--- src/rtl/upscale_line_scheduler_if.sv ---
// Frame-buffer read port of the upscale line scheduler: a request/ack handshake
// naming a source line, followed by a valid-qualified stream of RGB444 pixels.
interface upscale_line_scheduler_if;
    logic        req;
    logic [7:0]  req_line;
    logic        ack;
    logic        valid;
    logic [11:0] data;

    modport master (output req, req_line, input ack, valid, data);
    modport slave  (input req, req_line, output ack, valid, data);
endinterface

--- src/rtl/upscale_line_scheduler.sv ---
// Fetches QVGA source lines into a 3-bank rotating line buffer and publishes per-display-line
// bank selects for the 2x vertical interpolator. Define UPSCALE_SCHED_STATS_EN for underrun_count.
module upscale_line_scheduler #(
    parameter int SRC_W    = 320,
    parameter int SRC_H    = 240,
    parameter int V_ACTIVE = 480
) (
    input  logic        vga_clk,
    input  logic        reset,
    input  logic        enable,
    input  logic        frame_start,
    input  logic        line_start,
    input  logic [9:0]  disp_line,
    upscale_line_scheduler_if.master fb,
    output logic        wr_en,
    output logic [1:0]  wr_bank,
    output logic [8:0]  wr_addr,
    output logic [11:0] wr_data,
    output logic [1:0]  top_bank,
    output logic [1:0]  bot_bank,
    output logic        y_frac,
    output logic        busy,
    output logic        underrun,
    output logic        underrun_sticky
`ifdef UPSCALE_SCHED_STATS_EN
    ,
    output logic [15:0] underrun_count
`endif
);

    typedef enum logic [1:0] {IDLE, REQ, FILL, WAIT} state_t;

    state_t      state;
    logic        mode;
    logic [7:0]  next_src;
    logic [1:0]  src_bank;
    logic [8:0]  lines_loaded;
    logic [8:0]  beat;
    logic        pending;
    logic        req_q;
    logic [7:0]  req_line_q;

    logic        active_line;
    logic        short_line;
    logic        fetch_ask;
    logic        last_beat;
    logic [7:0]  n;
    logic [8:0]  n_plus2;
    logic [8:0]  need;
    logic [1:0]  n_bank;
    logic [1:0]  n_bank_inc;
    logic [7:0]  src_inc;
    logic [1:0]  src_bank_inc;

    // 4 == 1 (mod 3), so the base-4 digit sum preserves the residue; two folds reach 0..6.
    function automatic logic [1:0] mod3(input logic [7:0] v);
        logic [3:0] s;
        logic [2:0] t;
        s = 4'(v[1:0]) + 4'(v[3:2]) + 4'(v[5:4]) + 4'(v[7:6]);
        t = 3'(s[1:0]) + 3'(s[3:2]);
        if (t >= 3'd6)      return 2'(t - 3'd6);
        else if (t >= 3'd3) return 2'(t - 3'd3);
        else                return t[1:0];
    endfunction

    assign active_line  = line_start && !frame_start && mode && (disp_line < 10'(V_ACTIVE));
    assign n            = disp_line[8:1];
    assign n_plus2      = {1'b0, n} + 9'd2;
    assign need         = (n_plus2 < 9'(SRC_H)) ? n_plus2 : 9'(SRC_H);
    assign short_line   = active_line && (lines_loaded < need);
    assign fetch_ask    = active_line && !disp_line[0] && (n_plus2 <= 9'(SRC_H - 1));
    assign n_bank       = mod3(n);
    assign n_bank_inc   = (n_bank == 2'd2) ? 2'd0 : n_bank + 2'd1;
    assign src_inc      = next_src + 8'd1;
    assign src_bank_inc = (src_bank == 2'd2) ? 2'd0 : src_bank + 2'd1;
    assign last_beat    = (state == FILL) && fb.valid && (beat == 9'(SRC_W - 1));

    // Write path is a zero-latency pass-through; frame_start kills it in the abort cycle.
    assign wr_en        = (state == FILL) && fb.valid && !frame_start;
    assign wr_bank      = wr_en ? src_bank : 2'd0;
    assign wr_addr      = wr_en ? beat : 9'd0;
    assign wr_data      = wr_en ? fb.data : 12'd0;
    assign busy         = (state == REQ) || (state == FILL);
    assign fb.req       = req_q;
    assign fb.req_line  = req_line_q;

    // NOTE: sequential state uses non-blocking assignments only; where two assignments to the
    // same register can fire in one cycle (pending), the later one in program order wins.
    always_ff @(posedge vga_clk or posedge reset) begin
        if (reset) begin
            state           <= IDLE;
            mode            <= 1'b0;
            next_src        <= '0;
            src_bank        <= '0;
            lines_loaded    <= '0;
            beat            <= '0;
            pending         <= 1'b0;
            req_q           <= 1'b0;
            req_line_q      <= '0;
            top_bank        <= '0;
            bot_bank        <= '0;
            y_frac          <= 1'b0;
            underrun        <= 1'b0;
            underrun_sticky <= 1'b0;
        end else begin
            underrun <= 1'b0;
            if (frame_start) begin
                mode            <= enable;
                pending         <= 1'b0;
                underrun_sticky <= 1'b0;
                req_q           <= enable;
                req_line_q      <= '0;
                next_src        <= '0;
                src_bank        <= '0;
                lines_loaded    <= '0;
                beat            <= '0;
                state           <= enable ? REQ : IDLE;
            end else begin
                if (active_line) begin
                    top_bank <= n_bank;
                    bot_bank <= (n == 8'(SRC_H - 1)) ? n_bank : n_bank_inc;
                    y_frac   <= disp_line[0];
                end
                if (short_line) begin
                    underrun        <= 1'b1;
                    underrun_sticky <= 1'b1;
                end
                unique case (state)
                    IDLE: ;
                    REQ: begin
                        if (fetch_ask) pending <= 1'b1;
                        if (fb.ack) begin
                            req_q <= 1'b0;
                            beat  <= '0;
                            state <= FILL;
                        end
                    end
                    FILL: begin
                        if (fetch_ask) pending <= 1'b1;
                        if (fb.valid) beat <= beat + 9'd1;
                        if (last_beat) begin
                            beat         <= '0;
                            lines_loaded <= lines_loaded + 9'd1;
                            next_src     <= src_inc;
                            src_bank     <= src_bank_inc;
                            pending      <= 1'b0;
                            // Priming needs two lines; a request that arrived mid-fill is served now.
                            if ((lines_loaded == 9'd0 || pending || fetch_ask) && src_inc < 8'(SRC_H)) begin
                                state      <= REQ;
                                req_q      <= 1'b1;
                                req_line_q <= src_inc;
                            end else begin
                                state <= WAIT;
                            end
                        end
                    end
                    WAIT: begin
                        if (fetch_ask && next_src < 8'(SRC_H)) begin
                            state      <= REQ;
                            req_q      <= 1'b1;
                            req_line_q <= next_src;
                        end
                    end
                    default: state <= IDLE;
                endcase
            end
        end
    end

`ifdef UPSCALE_SCHED_STATS_EN
    always_ff @(posedge vga_clk or posedge reset) begin
        if (reset)
            underrun_count <= '0;
        else if (short_line && underrun_count != 16'hFFFF)
            underrun_count <= underrun_count + 16'd1;
    end
`endif

endmodule

--- src/flat_wrapper.sv ---
// flat-port wrapper written by rule: the top's interface ports become plain ports
module upscale_line_scheduler_flat 
#(
    parameter int SRC_W    = 320,
    parameter int SRC_H    = 240,
    parameter int V_ACTIVE = 480
)
  (vga_clk, reset, enable, frame_start, line_start, disp_line, wr_en, wr_bank, wr_addr, wr_data, top_bank, bot_bank, y_frac, busy, underrun, underrun_sticky, fb_req, fb_req_line, fb_ack, fb_valid, fb_data);
  upscale_line_scheduler_if fb_i ();
  input  logic vga_clk;
  input  logic reset;
  input  logic enable;
  input  logic frame_start;
  input  logic line_start;
  input  logic [9:0] disp_line;
  output logic wr_en;
  output logic [1:0] wr_bank;
  output logic [8:0] wr_addr;
  output logic [11:0] wr_data;
  output logic [1:0] top_bank;
  output logic [1:0] bot_bank;
  output logic y_frac;
  output logic busy;
  output logic underrun;
  output logic underrun_sticky;
  output wire logic [$bits(fb_i.req)-1:0] fb_req;
  output wire logic [$bits(fb_i.req_line)-1:0] fb_req_line;
  input wire logic [$bits(fb_i.ack)-1:0] fb_ack;
  input wire logic [$bits(fb_i.valid)-1:0] fb_valid;
  input wire logic [$bits(fb_i.data)-1:0] fb_data;
  assign fb_req = fb_i.req;
  assign fb_req_line = fb_i.req_line;
  assign fb_i.ack = fb_ack;
  assign fb_i.valid = fb_valid;
  assign fb_i.data = fb_data;
  upscale_line_scheduler #(.SRC_W(SRC_W), .SRC_H(SRC_H), .V_ACTIVE(V_ACTIVE)) u_core (.vga_clk(vga_clk), .reset(reset), .enable(enable), .frame_start(frame_start), .line_start(line_start), .disp_line(disp_line), .fb(fb_i), .wr_en(wr_en), .wr_bank(wr_bank), .wr_addr(wr_addr), .wr_data(wr_data), .top_bank(top_bank), .bot_bank(bot_bank), .y_frac(y_frac), .busy(busy), .underrun(underrun), .underrun_sticky(underrun_sticky));
endmodule
--- config.mk ---
export PLATFORM = sky130hd
export DESIGN_NAME = upscale_line_scheduler_flat
export DESIGN_NICKNAME = d
export VERILOG_FILES = /design/src/rtl/upscale_line_scheduler_if.sv /design/src/rtl/upscale_line_scheduler.sv /design/src/flat_wrapper.sv
export SDC_FILE = /design/constraint.sdc
export NUM_CORES = 1
export LEC_CHECK = 0
export CAP_MARGIN = 5
export CORE_MARGIN = 3
export CORE_UTILIZATION = 57
export DETAILED_ROUTE_END_ITERATION = 7
export HOLD_SLACK_MARGIN = 0.1
export MAX_ROUTING_LAYER = met4
export PLACE_DENSITY = 0.91
export SLEW_MARGIN = 20
export SYNTH_ARGS = -nofsm -noshare
export SYNTH_HDL_FRONTEND = slang
export SYNTH_SLANG_ARGS = --single-unit
--- constraint.sdc ---
create_clock -name vga_clk -period 4.52 [get_ports vga_clk]
set_clock_uncertainty 0.15 [all_clocks]
set_input_delay 0.904 -clock vga_clk [delete_from_list [all_inputs] [get_ports vga_clk]]
set_output_delay 0.904 -clock vga_clk [all_outputs]
set_load 0.005 [all_outputs]
# --- Word level (Yosys, flattened, before mapping) ---
# Index checks and enable logic that the tools add are counted.
totals:
  reg_bits: 48
  latchBits: 0
  ramBits: 0
  mem_bits_ro: 0
  inputBits: 29
  out_inout_bits: 41
  wordCells: 125
  memories: 0
op_classes:
  addsub: 12
  multipliers: 0
  div_mod_pow: 0
  magnitude_cmp: 8
  n_eq_ne: 12
  shift: 0
  muxes: 49
  n_bitwise: 1
  n_reduce_logical: 29
op_table:
  columns: ["op", "count"]
  rows:
  - ["$mux W9", 9]
  - ["$mux W8", 7]
  - ["$mux W2", 14]
  - ["$add A9 B1 Y9 const B", 2]
  - ["$pmux W9 S2", 1]
  - ["$lt A8 B8 Y1 const B", 2]
  - ["$pmux W8 S2", 1]
  - ["$mux W1", 13]
  - ["$mux W12", 1]
  - ["$logic_and A1 B1 Y1", 11]
  - ["$lt A10 B9 Y1 const B", 1]
  - ["$add A8 B2 Y9 const B", 1]
  - ["$eq A9 B9 Y1 const B", 1]
  - ["$le A9 B8 Y1 const B", 1]
  - ["$logic_not A9 Y1", 1]
  - ["$lt A9 B8 Y1 const B", 1]
  - ["$lt A9 B9 Y1", 1]
  - ["$add A4 B2 Y4", 2]
  - ["$add A8 B1 Y8 const B", 1]
  - ["$eq A2 B2 Y1 const B", 4]
  - ["$eq A8 B8 Y1 const B", 1]
  - ["$reduce_and A4 Y1", 2]
  - ["$add A2 B2 Y3", 2]
  - ["$ne A3 B2 Y1 const B", 2]
  - ["19 further kinds", 29]

# --- Logic depth before layout (Yosys ltp) ---
# Gate-level depths: netlist of the first run.
logic_depth:
  word_depth: 12
  mapped_depth: 16
  ltp_nobuf: 16

# --- Worst setup path after synthesis of the first run ---
# No wires, ideal clock.
synth_path:
  path_kind: "input to register"
  startpoint: "input disp_line[1]"
  endpoint: "register u_core.bot_bank[1]"
  setup_ns: 0.083
  t_arrival_ns: 4.480
  required_ns: 4.287
  slack_ns: -0.193
  stages: 15
  n_path_buf: 0
  cell_sequence: "ha_1 inv_1 fa_1 inv_1 fa_1 ha_1 fa_1 ha_1 fa_1 ha_1 o21a_1 a21oi_1 o22ai_1 mux2_2 o21ai_0"
synth_between:
  elab_chain_cells: 10
  elab_cells_between_ends: 18
  classes_between: "add/sub: 7; order compare: 3; eq/ne: 2; mux: 4; reduce/logical: 2"
synth_rtl:
  columns: ["item", "line", "source"]
  rows:
  - ["start: declaration", "flat_wrapper.sv:15", "input logic [9:0] disp_line;"]
  - ["$add A2 B2 Y3", "upscale_line_scheduler.sv:59", "s = 4'(v[1:0]) + 4'(v[3:2]) + 4'(v[5:4]) + 4'(v[7:6]);"]
  - ["$add A4 B2 Y4 (2 in series)", "upscale_line_scheduler.sv:59", null]
  - ["$add A2 B2 Y3", "upscale_line_scheduler.sv:60", "t = 3'(s[1:0]) + 3'(s[3:2]);"]
  - ["$ge A3 B2 Y1 / $sub A2 B2 Y2 (equally long branches)", "upscale_line_scheduler.sv:62", "else if (t >= 3'd3) return 2'(t - 3'd3);"]
  - ["$mux W2", "upscale_line_scheduler.sv:62", null]
  - ["$mux W2", "upscale_line_scheduler.sv:61", "if (t >= 3'd6) return 2'(t - 3'd6);"]
  - ["$add A2 B1 Y2 / $eq A2 B2 Y1 (equally long branches)", "upscale_line_scheduler.sv:73", "assign n_bank_inc = (n_bank == 2'd2) ? 2'd0 : n_bank + 2'd1;"]
  - ["$mux W2", "upscale_line_scheduler.sv:73", null]
  - ["$mux W2", "upscale_line_scheduler.sv:121", "bot_bank <= (n == 8'(SRC_H - 1)) ? n_bank : n_bank_inc;"]
  - ["end signal: assignment", "upscale_line_scheduler.sv:121", null]
  - ["end: declaration", "upscale_line_scheduler.sv:20", "output logic [1:0] bot_bank,"]
# Several ways; a longest one is shown, not always the timed one.
# A chain may end at the register's enable or synchronous reset.

# --- Final worst setup path of the first run ---
layout_path:
  startpoint: "input disp_line[3]"
  endpoint: "register u_core.bot_bank[1]"
# Same word-level chain as after synthesis.

==> impl_metrics.yaml, run 1 <==
layout:
  fraction_of_final_layout_cells_with_drive_strength_greater_than_1_pct: 16.0
  num_antenna_cells: 0
  final-instance-count-excl-fill: 557
  postLayoutCellArea_mm2: 0.00460
  filler_cell_count: 402
  nNetsFinal: 537
  area_growth_syn_to_layout_pct: 29.8
critical_path:
  worst-path-max-fanout: 3
  cp-start-kind: "primary input"
  timing.critical_path.arrival_ps: 4600
  setup.worst_path.class: "primary input to flip-flop"
  worst-endpoint-required_ps: 4600
  critical-path-top-cell-by-count: "sky130_fd_sc_hd__fa_1"
  timing.critical_path.to_type: "flip-flop"
  crit_family: "adder cells"
  cp_slowest_stage_delay_ps: 510
  cpMaxStageDelayCell: "sky130_fd_sc_hd__fa_1"
  cp_num_buf_inv: 3
  cells_along_the_critical_path: "buf_8, ha_4, inv_2, fa_1, inv_1, fa_1, ha_2, fa_1, ha_2, fa_2, ha_4, o21a_1, a21oi_2, o22ai_2, mux2_4, o21ai_2"
sta:
  final.period_utilization_pct: 100
  slew_headroom_pct: 33.9
  finalCriticalPeriod_ps: 4520
  final_max_slew_viol_count: 0
  tightest_slew_ps: 990
  rsz0062_at_grt: "true"
  maxClockFrequency_mhz: 221
  final-setup-viol-count: 0
  final_worst_path_setup_slack_ps: 1.58
  hold_violations: 0
logic_synthesis:
  post_synth_main_area_contributors: "sky130_fd_sc_hd__dfrtp_1, sky130_fd_sc_hd__ha_1, sky130_fd_sc_hd__and3_1"
  synth_cell_types: 54
  synth_seq_area_share_pct: 33.9
  syn-mean-instance-area_um2: 8.89
  postSynthNetCount: 453
  synth_area_leader_cell: "sky130_fd_sc_hd__dfrtp_1"
  synthesis.yosys.warnings: 0
  share_of_flip_flops_with_an_asynchronous_set_or_reset_pct: 100
  yosysTopAreaCellShare_pct: 33.9
  most_frequently_used_flop_master_after_synthesis: "sky130_fd_sc_hd__dfrtp_1"
  synth.top_cells.by_count: "sky130_fd_sc_hd__dfrtp_1, sky130_fd_sc_hd__nor2_1, sky130_fd_sc_hd__and3_1, sky130_fd_sc_hd__nand2_1, sky130_fd_sc_hd__o21ai_0"
  synth_seq_cells: 48
  synth_instances: 398
  synth.cell_area_mm2: 0.00354
  synth_edf_count: 0
  synth_most_common_cell: "sky130_fd_sc_hd__dfrtp_1"
floorplan:
  floorplan.core_area_mm2: 0.00596
  initial_core_util_pct: 59.4
  design.die.area_mm2: 0.00719
  pin_count: 70
  std_cell_rows: 28
  chipWidth_um: 84.8
  die_y_um: 84.8
pwr:
  finalPower_mw: 1.54
  p_seq_share_pct: 32.6
  power_density_mw_per_mm2: 334
  clock_power_share_pct: 16.0
  leakagePower_nw: 2.02
  p_comb_share_pct: 51.5
  ir_worst_vdd_v: 0.000519
  netSwitchingPower_uw: 565
  internal_power_uw: 971
  power.share.switching_pct: 36.8
route:
  number_of_search_and_repair_iterations_in_the_first_detailed_routing_pass: 7
  via_count: 3364
  vias_per_cell: 6.04
  dr.first_iter.drc_count: 212
  totalWireLength_um: 8810
  drt.antenna.violating_nets: 0
  drc_errors: 0
  wl_per_cell_um: 15.8
placement:
  gp_congestion: 0.956
  pre_cts_slack_ps: -865
  dp_hpwl_um: 6550
  io_buffer_count: 69
  place_inst: 548
  placement.cell_area_mm2: 0.00445
clock_tree:
  clockBufferDepth: 2
  post_cts_hold_buffer_count: 0
  cts_buffers: 5
  cts_tree: "done"
  clk_pin_slew_worst_paths_ps: 90
  clk_latency_worst_skew_pair_ps: 300
  clock-sinks: 48
  clk_root_buffer_cell: "sky130_fd_sc_hd__clkbuf_8"
  ctsHtreeMaxLevel: 2
global_routing:
  initial_antenna_violation_count: 0
  gr-total-overflow: 0
  grt_pass1_wl_um: 15200
  first_global_vias: 3235
  grt_max_degree: 49
  grt.total_usage_pct: 26.1
outcome:
  run_status: "finished clean"
min_path:
  hp-class: "flip-flop to flip-flop"
job:
  maxCapViolCount: 0
## power groups by stage
| stage | Sequential (mW) | Combinational [mW] | Clock [mW] |
|---|---|---|---|
| 2_1_floorplan | 0.503 | 0.386 | 0 |
| 3_3_place_gp | 0.503 | 0.612 | 0 |
| 3_5_place_dp | 0.508 | 0.659 | 0 |
| 4_1_cts | 0.499 | 0.746 | 0.250 |
| 5_1_grt | 0.504 | 0.863 | 0.266 |
| 6_report | 0.500 | 0.790 | 0.246 |
## timing repair
item	4_1_cts	5_1_grt
endpoints found under the setup margin	4	4
gates resized for setup	30	5
setup buffers	2	0
hold endpoints to repair	0	0
pin swaps	8	8
## cells in the final DEF, fill, tap and decap left out, types with 11 or more instances in the layout
cell type	count
sky130_fd_sc_hd__a21oi_1	16
sky130_fd_sc_hd__buf_4	23
sky130_fd_sc_hd__nand4_1	11
sky130_fd_sc_hd__nand2b_1	12
sky130_fd_sc_hd__nor2_1	31
sky130_fd_sc_hd__dfrtp_1	48
sky130_fd_sc_hd__inv_1	18
sky130_fd_sc_hd__nand3_1	18
sky130_fd_sc_hd__o21ai_0	24
sky130_fd_sc_hd__clkdlybuf4s50_1	65
sky130_fd_sc_hd__ha_1	17
sky130_fd_sc_hd__xor2_1	11
sky130_fd_sc_hd__and3_1	30
sky130_fd_sc_hd__nand2_1	28
## per-stage QoR
step                      utilization, %  hold slack [ps]  setup TNS (ps)
after global routing                77.2              385            -244
after global placement              74.7              322           -2460
final                               77.2              348               0
after floorplan                        -              324            -164
after CTS                           76.8              356           -36.5
after detailed placement            74.7              337           -3030
## sequential cells by signal, summed over array words and instances (netlist names)
register,cells
u_core.mode,1
u_core.underrun_sticky,1
u_core.y_frac,1
u_core.fb.req_line,8
u_core.underrun,1
u_core.beat,9
u_core.state,2
u_core.pending,1
u_core.src_bank,2
u_core.fb.req,1
u_core.lines_loaded,9
u_core.top_bank,2
u_core.bot_bank,2
u_core.next_src,8
## final cells by class
| cell class | count | area, um^2 | area share [%] |
|---|---|---|---|
| Sequential cell | 48 | 1200 | 26.1 |
| Multi-Input combinational cell | 313 | 2280 | 49.6 |
| Clock buffer | 6 | 72.6 | 1.58 |
| Timing Repair Buffer | 92 | 860 | 18.7 |
| Clock inverter | 1 | 5.00 | 0.109 |
| Tap cell | 75 | 93.8 | 2.04 |
| Inverter | 22 | 82.6 | 1.80 |
## worst reg2reg max path: stages (launching register included)
cell and delay [ps]:
sky130_fd_sc_hd__dfrtp_1 430, sky130_fd_sc_hd__inv_1 90, sky130_fd_sc_hd__ha_1 320, sky130_fd_sc_hd__nand4b_1 180, sky130_fd_sc_hd__or4_1 670, sky130_fd_sc_hd__nand2_1 310, sky130_fd_sc_hd__a41o_1 440, sky130_fd_sc_hd__nand2_4 190
sky130_fd_sc_hd__o311ai_2 280
## cells by family after synthesis
logic type	share of synthesized area (%)
AND/OR/NAND/NOR	28.3
other	0.106
multiplexers	2.47
adder cells (fa/ha/maj)	10.3
AO/OA/AOI/OAI	15.8
XOR/XNOR	5.20
buffers and inverters	3.92
flip-flops	33.9
## final timing paths
| path | startpoint | slack (ps) | end | depth (start not counted) |
|---|---|---|---|---|
| setup / recovery | disp_line[3] | 2 | u_core.bot_bank[1] | 16 |
| hold / removal | u_core.bot_bank[1] | 350 | u_core.bot_bank[1] | 2 |
| setup reg to reg | u_core.state[0] | 1350 | u_core.fb.req_line[3] | 8 |
| hold reg to reg | u_core.bot_bank[1] | 350 | u_core.bot_bank[1] | 2 |
| max in group asynchronous | reset | 2600 | u_core.fb.req_line[2] | 2 |
| min in group asynchronous | reset | 1000 | u_core.lines_loaded[4] | 2 |
## routing by layer
layer	up-vias	global-route usage (%)	part of all wire, %
met5	-	-	0
met4	0	8.06	1.9
met3	19	4.32	6.2
met2	133	44.7	51
met1	1609	31.5	41
li1	1603	-	-
No activity file was read; power rests on OpenSTA's default activity.
==> run 2, diff against run 1 <==
Settings changed: CORE_UTILIZATION 57 to 47, PLACE_DENSITY 0.91 to 0.81.
Clock period 4.52 ns to 4.1 ns, I/O delays scaled along.
==> run 2 against run 1 <==
The flow now finishes with violations (negative setup slack). Sequential power rose by 9.8%. Worst hold slack improved by 1.7 ps. Count of clock-buffer cells in the layout did not move. Cell count rose by 6.8%. Setup slack got worse by 340 ps. Via count fell by 1.8%. Combinational power rose by 16%. Critical path depth did not move. Critical endpoint is now u_core.top_bank[1].
==> impl_metrics.yaml, run 2 (same netlist as run 1, synthesis figures left out) <==
outcome:
  run_status: "finished with violations"
  violations: "negative setup slack"
critical_path:
  setup.worst_path.class: "primary input to flip-flop"
  worstRegToRegCells: 9
  cp-start-kind: "primary input"
  ff2ff_setup_slack_ps: 1210
  critical-path-top-cell-by-count: "sky130_fd_sc_hd__fa_1"
  timing.critical_path.to_type: "flip-flop"
  worst-endpoint-required_ps: 4140
  cp_num_buf_inv: 4
  worst_r2r_endpoint: "u_core.fb.req"
  critical_path.reg2reg.startpoint: "u_core.beat[0]"
  cp_slowest_stage_delay_ps: 580
  worst-path-max-fanout: 2
  cells_along_the_critical_path: "buf_8, ha_4, inv_2, fa_1, inv_2, fa_1, ha_2, fa_1, ha_2, fa_2, ha_4, o21a_1, a21oi_2, o22ai_2, buf_4, mux2_4"
  timing.critical_path.arrival_ps: 4480
  cpMaxStageDelayCell: "sky130_fd_sc_hd__fa_2"
  crit_family: "adder cells"
clock_tree:
  clk_pin_slew_worst_paths_ps: 80
  clock-sinks: 48
  post_cts_hold_buffer_count: 0
  ctsHtreeMaxLevel: 2
  clk_root_buffer_cell: "sky130_fd_sc_hd__clkbuf_8"
  cts_buffers: 5
  cts_tree: "done"
  clockBufferDepth: 2
  clk_latency_worst_skew_pair_ps: 300
global_routing:
  grt_pass1_wl_um: 14600
  grt_max_degree: 49
  gr-total-overflow: 0
  initial_antenna_violation_count: 0
  grt.total_usage_pct: 21.3
  first_global_vias: 3205
layout:
  num_antenna_cells: 0
  postLayoutCellArea_mm2: 0.00475
  most_common_library_cell_in_the_layout_ignoring_fill_and_taps: "sky130_fd_sc_hd__clkdlybuf4s50_1"
  final_core_util_pct: 65.2
  filler_cell_count: 629
  nNetsFinal: 551
  layout_common_cells: "sky130_fd_sc_hd__clkdlybuf4s50_1, sky130_fd_sc_hd__dfrtp_1, sky130_fd_sc_hd__buf_4"
  top_regs: "u_core.beat: 9 flops, u_core.lines_loaded: 9 flops"
  fraction_of_final_layout_cells_with_drive_strength_greater_than_1_pct: 18.8
  area_growth_syn_to_layout_pct: 34.2
pwr:
  finalPower_mw: 1.73
  leakagePower_nw: 2.10
  ir_worst_vdd_v: 0.000431
  power_density_mw_per_mm2: 365
sta:
  fin_setup_tns_ps: -1220
  final.hold.worst_slack_ps: 350
  final_worst_path_setup_slack_ps: -340
  tightest_slew_ps: 950
  hold_violations: 0
  final_max_slew_viol_count: 0
  rsz0062_at_grt: "true"
  final-setup-viol-count: 4
  final.period_utilization_pct: 108
  maxClockFrequency_mhz: 225
  finalCriticalPeriod_ps: 4440
  slew_headroom_pct: 36.4
floorplan:
  floorplan.core_area_mm2: 0.00729
  chipWidth_um: 92.8
  initial_core_util_pct: 48.5
  std_cell_rows: 31
  design.die.area_mm2: 0.00861
  pin_count: 70
  die_y_um: 92.8
min_path:
  hold_path_depth: 2
  worstHoldStart: "u_core.bot_bank[1]"
  hp-class: "flip-flop to flip-flop"
  holdPathEnd: "u_core.bot_bank[1]"
route:
  via_count: 3304
  number_of_search_and_repair_iterations_in_the_first_detailed_routing_pass: 4
  vias_per_cell: 5.55
  dr.first_iter.drc_count: 140
  wl_per_cell_um: 14.5
  totalWireLength_um: 8600
  drt.antenna.violating_nets: 0
  drc_errors: 0
job:
  maxCapViolCount: 0
placement:
  io_buffer_count: 69
  gp_congestion: 0.839
  dp_hpwl_um: 6640
  placement.cell_area_mm2: 0.00459
## run 2: per-stage QoR
step / setup WS, ps / std cells
after floorplan: -439 / 398
after global placement: -1020 / 585
after detailed placement: -1090 / 585
after CTS: -343 / 593
after global routing: -410 / 595
final: -340 / 595
## run 2: routing by layer
| layer | global-route usage [%] | share of wire [%] |
|---|---|---|
| met1 | 24.8 | 41 |
| met2 | 37.5 | 54 |
| met3 | 3.41 | 3.2 |
| met4 | 6.59 | 1.7 |
| met5 | - | 0 |
## run 2: worst max path at each step
stage / start / endpoint / depth (start not counted)
2_1_floorplan: disp_line[1] / u_core.bot_bank[1] / 15
3_3_place_gp: disp_line[1] / u_core.bot_bank[1] / 16
3_5_place_dp: disp_line[3] / u_core.bot_bank[1] / 16
4_1_cts: disp_line[1] / u_core.bot_bank[1] / 16
5_1_grt: disp_line[1] / u_core.bot_bank[0] / 18
6_report: disp_line[1] / u_core.top_bank[1] / 16
## run 2: worst min-delay path, stage by stage, from the launching register on
cell and delay [ps]:
sky130_fd_sc_hd__dfrtp_1 360, sky130_fd_sc_hd__nand2_1 60, sky130_fd_sc_hd__o21ai_2 50
## run 2: final cells by class
type | count | area (um^2) | share of cell area (%)
tap | 99 | 124 | 2.61
clock inverter | 1 | 5.00 | 0.105
multi-input combinational | 313 | 2290 | 48.2
clock buffer | 6 | 72.6 | 1.53
inverter | 22 | 83.8 | 1.76
timing repair buffer | 106 | 976 | 20.5
sequential | 48 | 1200 | 25.3
## run 2: repair_timing
action,4_1_cts,5_1_grt
resized for setup,26,13
pin swaps,9,10
endpoints found under the setup margin,4,4
setup buffers,1,2
## run 2: power by group
part	internal, mW	switching (mW)	total, mW
registers	0.517	0.0312	0.549
logic	0.486	0.429	0.915
clock network	0.116	0.152	0.268
total	1.12	0.612	1.73
==> run 3, diff against run 2 <==
Settings changed: CORE_UTILIZATION 47 to 50, PLACE_DENSITY 0.81 to 0.82.
Clock period 4.1 ns to 4.2 ns, I/O delays scaled along.
==> run 3 against run 2 <==
The flow still finishes with violations (negative setup slack). Global-route usage increased by 1.2 points. Largest cell class unchanged. Setup slack improved by 170 ps. Register-to-register slack about the same. Via count increased by 0.88%. Worst hold slack about the same. Sequential power decreased by 3%. Largest power group unchanged. Cell count decreased by 0.84%. Sequential cell count unchanged. Sequential share of layout area increased by 0.15 points.
==> impl_metrics.yaml, run 3 (same netlist as run 1, synthesis figures left out) <==
global_routing:
  first_global_vias: 3238
  grt_pass1_wl_um: 14900
  gr-total-overflow: 0
  initial_antenna_violation_count: 0
  grt.total_usage_pct: 22.5
  grt_max_degree: 49
route:
  drc_errors: 0
  wl_met2_um: 4760
  number_of_search_and_repair_iterations_in_the_first_detailed_routing_pass: 4
  dr.first_iter.drc_count: 158
  detail_route.wirelength.met1_um: 3700
  met3_length_um: 309
  max_used_layer: "met4"
  wl_per_cell_um: 15.1
  totalWireLength_um: 8900
  via_count: 3333
  vias_per_cell: 5.65
  drt.antenna.violating_nets: 0
layout:
  top_regs: "u_core.beat: 9 flops, u_core.lines_loaded: 9 flops"
  filler_cell_count: 573
  nNetsFinal: 548
  fraction_of_final_layout_cells_with_drive_strength_greater_than_1_pct: 18.6
  most_common_library_cell_in_the_layout_ignoring_fill_and_taps: "sky130_fd_sc_hd__clkdlybuf4s50_1"
  area_growth_syn_to_layout_pct: 33.4
  num_antenna_cells: 0
  layout_common_cells: "sky130_fd_sc_hd__clkdlybuf4s50_1, sky130_fd_sc_hd__dfrtp_1, sky130_fd_sc_hd__buf_4"
min_path:
  hp-class: "flip-flop to flip-flop"
  worstHoldStart: "u_core.bot_bank[0]"
  hold_path_depth: 2
pwr:
  p_comb_share_pct: 51.5
  clock_power_share_pct: 17.0
  leakagePower_nw: 2.09
  power_density_mw_per_mm2: 360
  power.share.switching_pct: 35.3
  p_seq_share_pct: 31.5
  ir_worst_vdd_v: 0.000526
  netSwitchingPower_uw: 600
  internal_power_mw: 1.10
clock_tree:
  clk_pin_slew_worst_paths_ps: 80
  clk_latency_worst_skew_pair_ps: 300
  cts_tree: "done"
  clock-sinks: 48
  cts_buffers: 5
  clockBufferDepth: 2
  post_cts_hold_buffer_count: 0
  clk_root_buffer_cell: "sky130_fd_sc_hd__clkbuf_8"
  ctsHtreeMaxLevel: 2
critical_path:
  worstRegToRegCells: 7
  critical-path-top-cell-by-count: "sky130_fd_sc_hd__fa_1"
  cp_num_buf_inv: 3
  cells_along_the_critical_path: "buf_8, ha_4, inv_2, fa_1, inv_2, fa_1, ha_2, fa_1, ha_2, fa_2, ha_4, o21a_1, a21oi_2, o22ai_2, mux2_4, o21ai_2"
  crit_family: "adder cells"
  timing.critical_path.arrival_ps: 4460
  worst-path-max-fanout: 2
  path_depth: 16
  cpMaxStageDelayCell: "sky130_fd_sc_hd__fa_1"
  worst-endpoint-required_ps: 4280
  critPathLaunch: "disp_line[1]"
  setup.worst_path.class: "primary input to flip-flop"
  timing.critical_path.to_type: "flip-flop"
  critical_path.reg2reg.startpoint: "u_core.beat[1]"
  cp_slowest_stage_delay_ps: 480
  cp-start-kind: "primary input"
floorplan:
  die_y_um: 90.1
  initial_core_util_pct: 51.8
  pin_count: 70
  std_cell_rows: 30
  floorplan.core_area_mm2: 0.00683
  design.die.area_mm2: 0.00813
  chipWidth_um: 90.1
sta:
  hold_violations: 0
  rsz0062_at_grt: "true"
  maxClockFrequency_mhz: 229
  tightest_slew_ps: 886
  finalCriticalPeriod_ps: 4370
  fin_setup_tns_ps: -554
  slew_headroom_pct: 40.7
  final_worst_path_setup_slack_ps: -174
  final.period_utilization_pct: 104
  final.hold.worst_slack_ps: 350
  final-setup-viol-count: 4
  final_max_slew_viol_count: 0
placement:
  io_buffer_count: 69
  dp_hpwl_um: 6680
  gp_congestion: 0.867
outcome:
  run_status: "finished with violations"
  violations: "negative setup slack"
job:
  maxCapViolCount: 0
==> run 3: cell types whose count changed in the layout (fill, tap and decap cells not counted), sizes merged <==
cell,delta
buf,-3
clkinv,+1
==> run 3: power by group through the flow <==
stage	sequential, mW	combinational [mW]	clock, mW
global route	0.542	0.956	0.316
global placement	0.540	0.732	0
finish	0.535	0.876	0.290
detailed placement	0.544	0.769	0
CTS	0.535	0.821	0.298
floorplan	0.541	0.439	0
==> run 3: final cells by class <==
cell class	instances	area, um^2	area share, %
clock inverter	2	10.0	0.212
tap	96	120	2.54
sequential	48	1200	25.4
multi-input combinational	313	2270	48.2
timing repair buffer	103	950	20.1
inverter	22	83.8	1.78
clock buffer	6	82.6	1.75
==> run 3: tightest hold or removal path: cells and delay by family, from the launching register on <==
| family | cells | cell delay (ps) |
|---|---|---|
| AND/OR/NAND/NOR | 1 | 50 |
| flip-flops | 1 | 360 |
| AO/OA/AOI/OAI | 1 | 60 |
==> run 3: timing repair <==
item                       4_1_cts  5_1_grt
cloned                           0        0
setup buffers                    0        3
setup endpoints to repair        4        4
pin swaps                       13       14
resized for setup               27        7
==> run 3: worst paths after layout <==
kind	end	slack, ps
max	u_core.bot_bank[1]	-170
min	u_core.bot_bank[0]	350
max reg2reg	u_core.fb.req_line[2]	1220
min reg2reg	u_core.bot_bank[0]	350
max in group asynchronous	u_core.beat[2]	2550
min in group asynchronous	u_core.lines_loaded[0]	850
==> run 3: metrics by stage <==
| stage | cells | area (um^2) | setup slack, ps | utilization, % | total power [mW] |
|---|---|---|---|---|---|
| 2_1_floorplan | 398 | 3570 | -359 | - | 0.980 |
| 3_3_place_gp | 579 | 4570 | -945 | 66.8 | 1.27 |
| 3_5_place_dp | 579 | 4570 | -1040 | 66.8 | 1.31 |
| 4_1_cts | 587 | 4690 | -299 | 68.7 | 1.65 |
| 5_1_grt | 590 | 4720 | -315 | 69.1 | 1.81 |
| 6_report | 590 | 4720 | -174 | 69.1 | 1.70 |
==> run 3: metal layers <==
layer / track usage [%] / vias up
li1: - / 1626
met4: 6.89 / 0
met5: - / -
met3: 3.26 / 17
met1: 26.2 / 1602
met2: 40.0 / 88
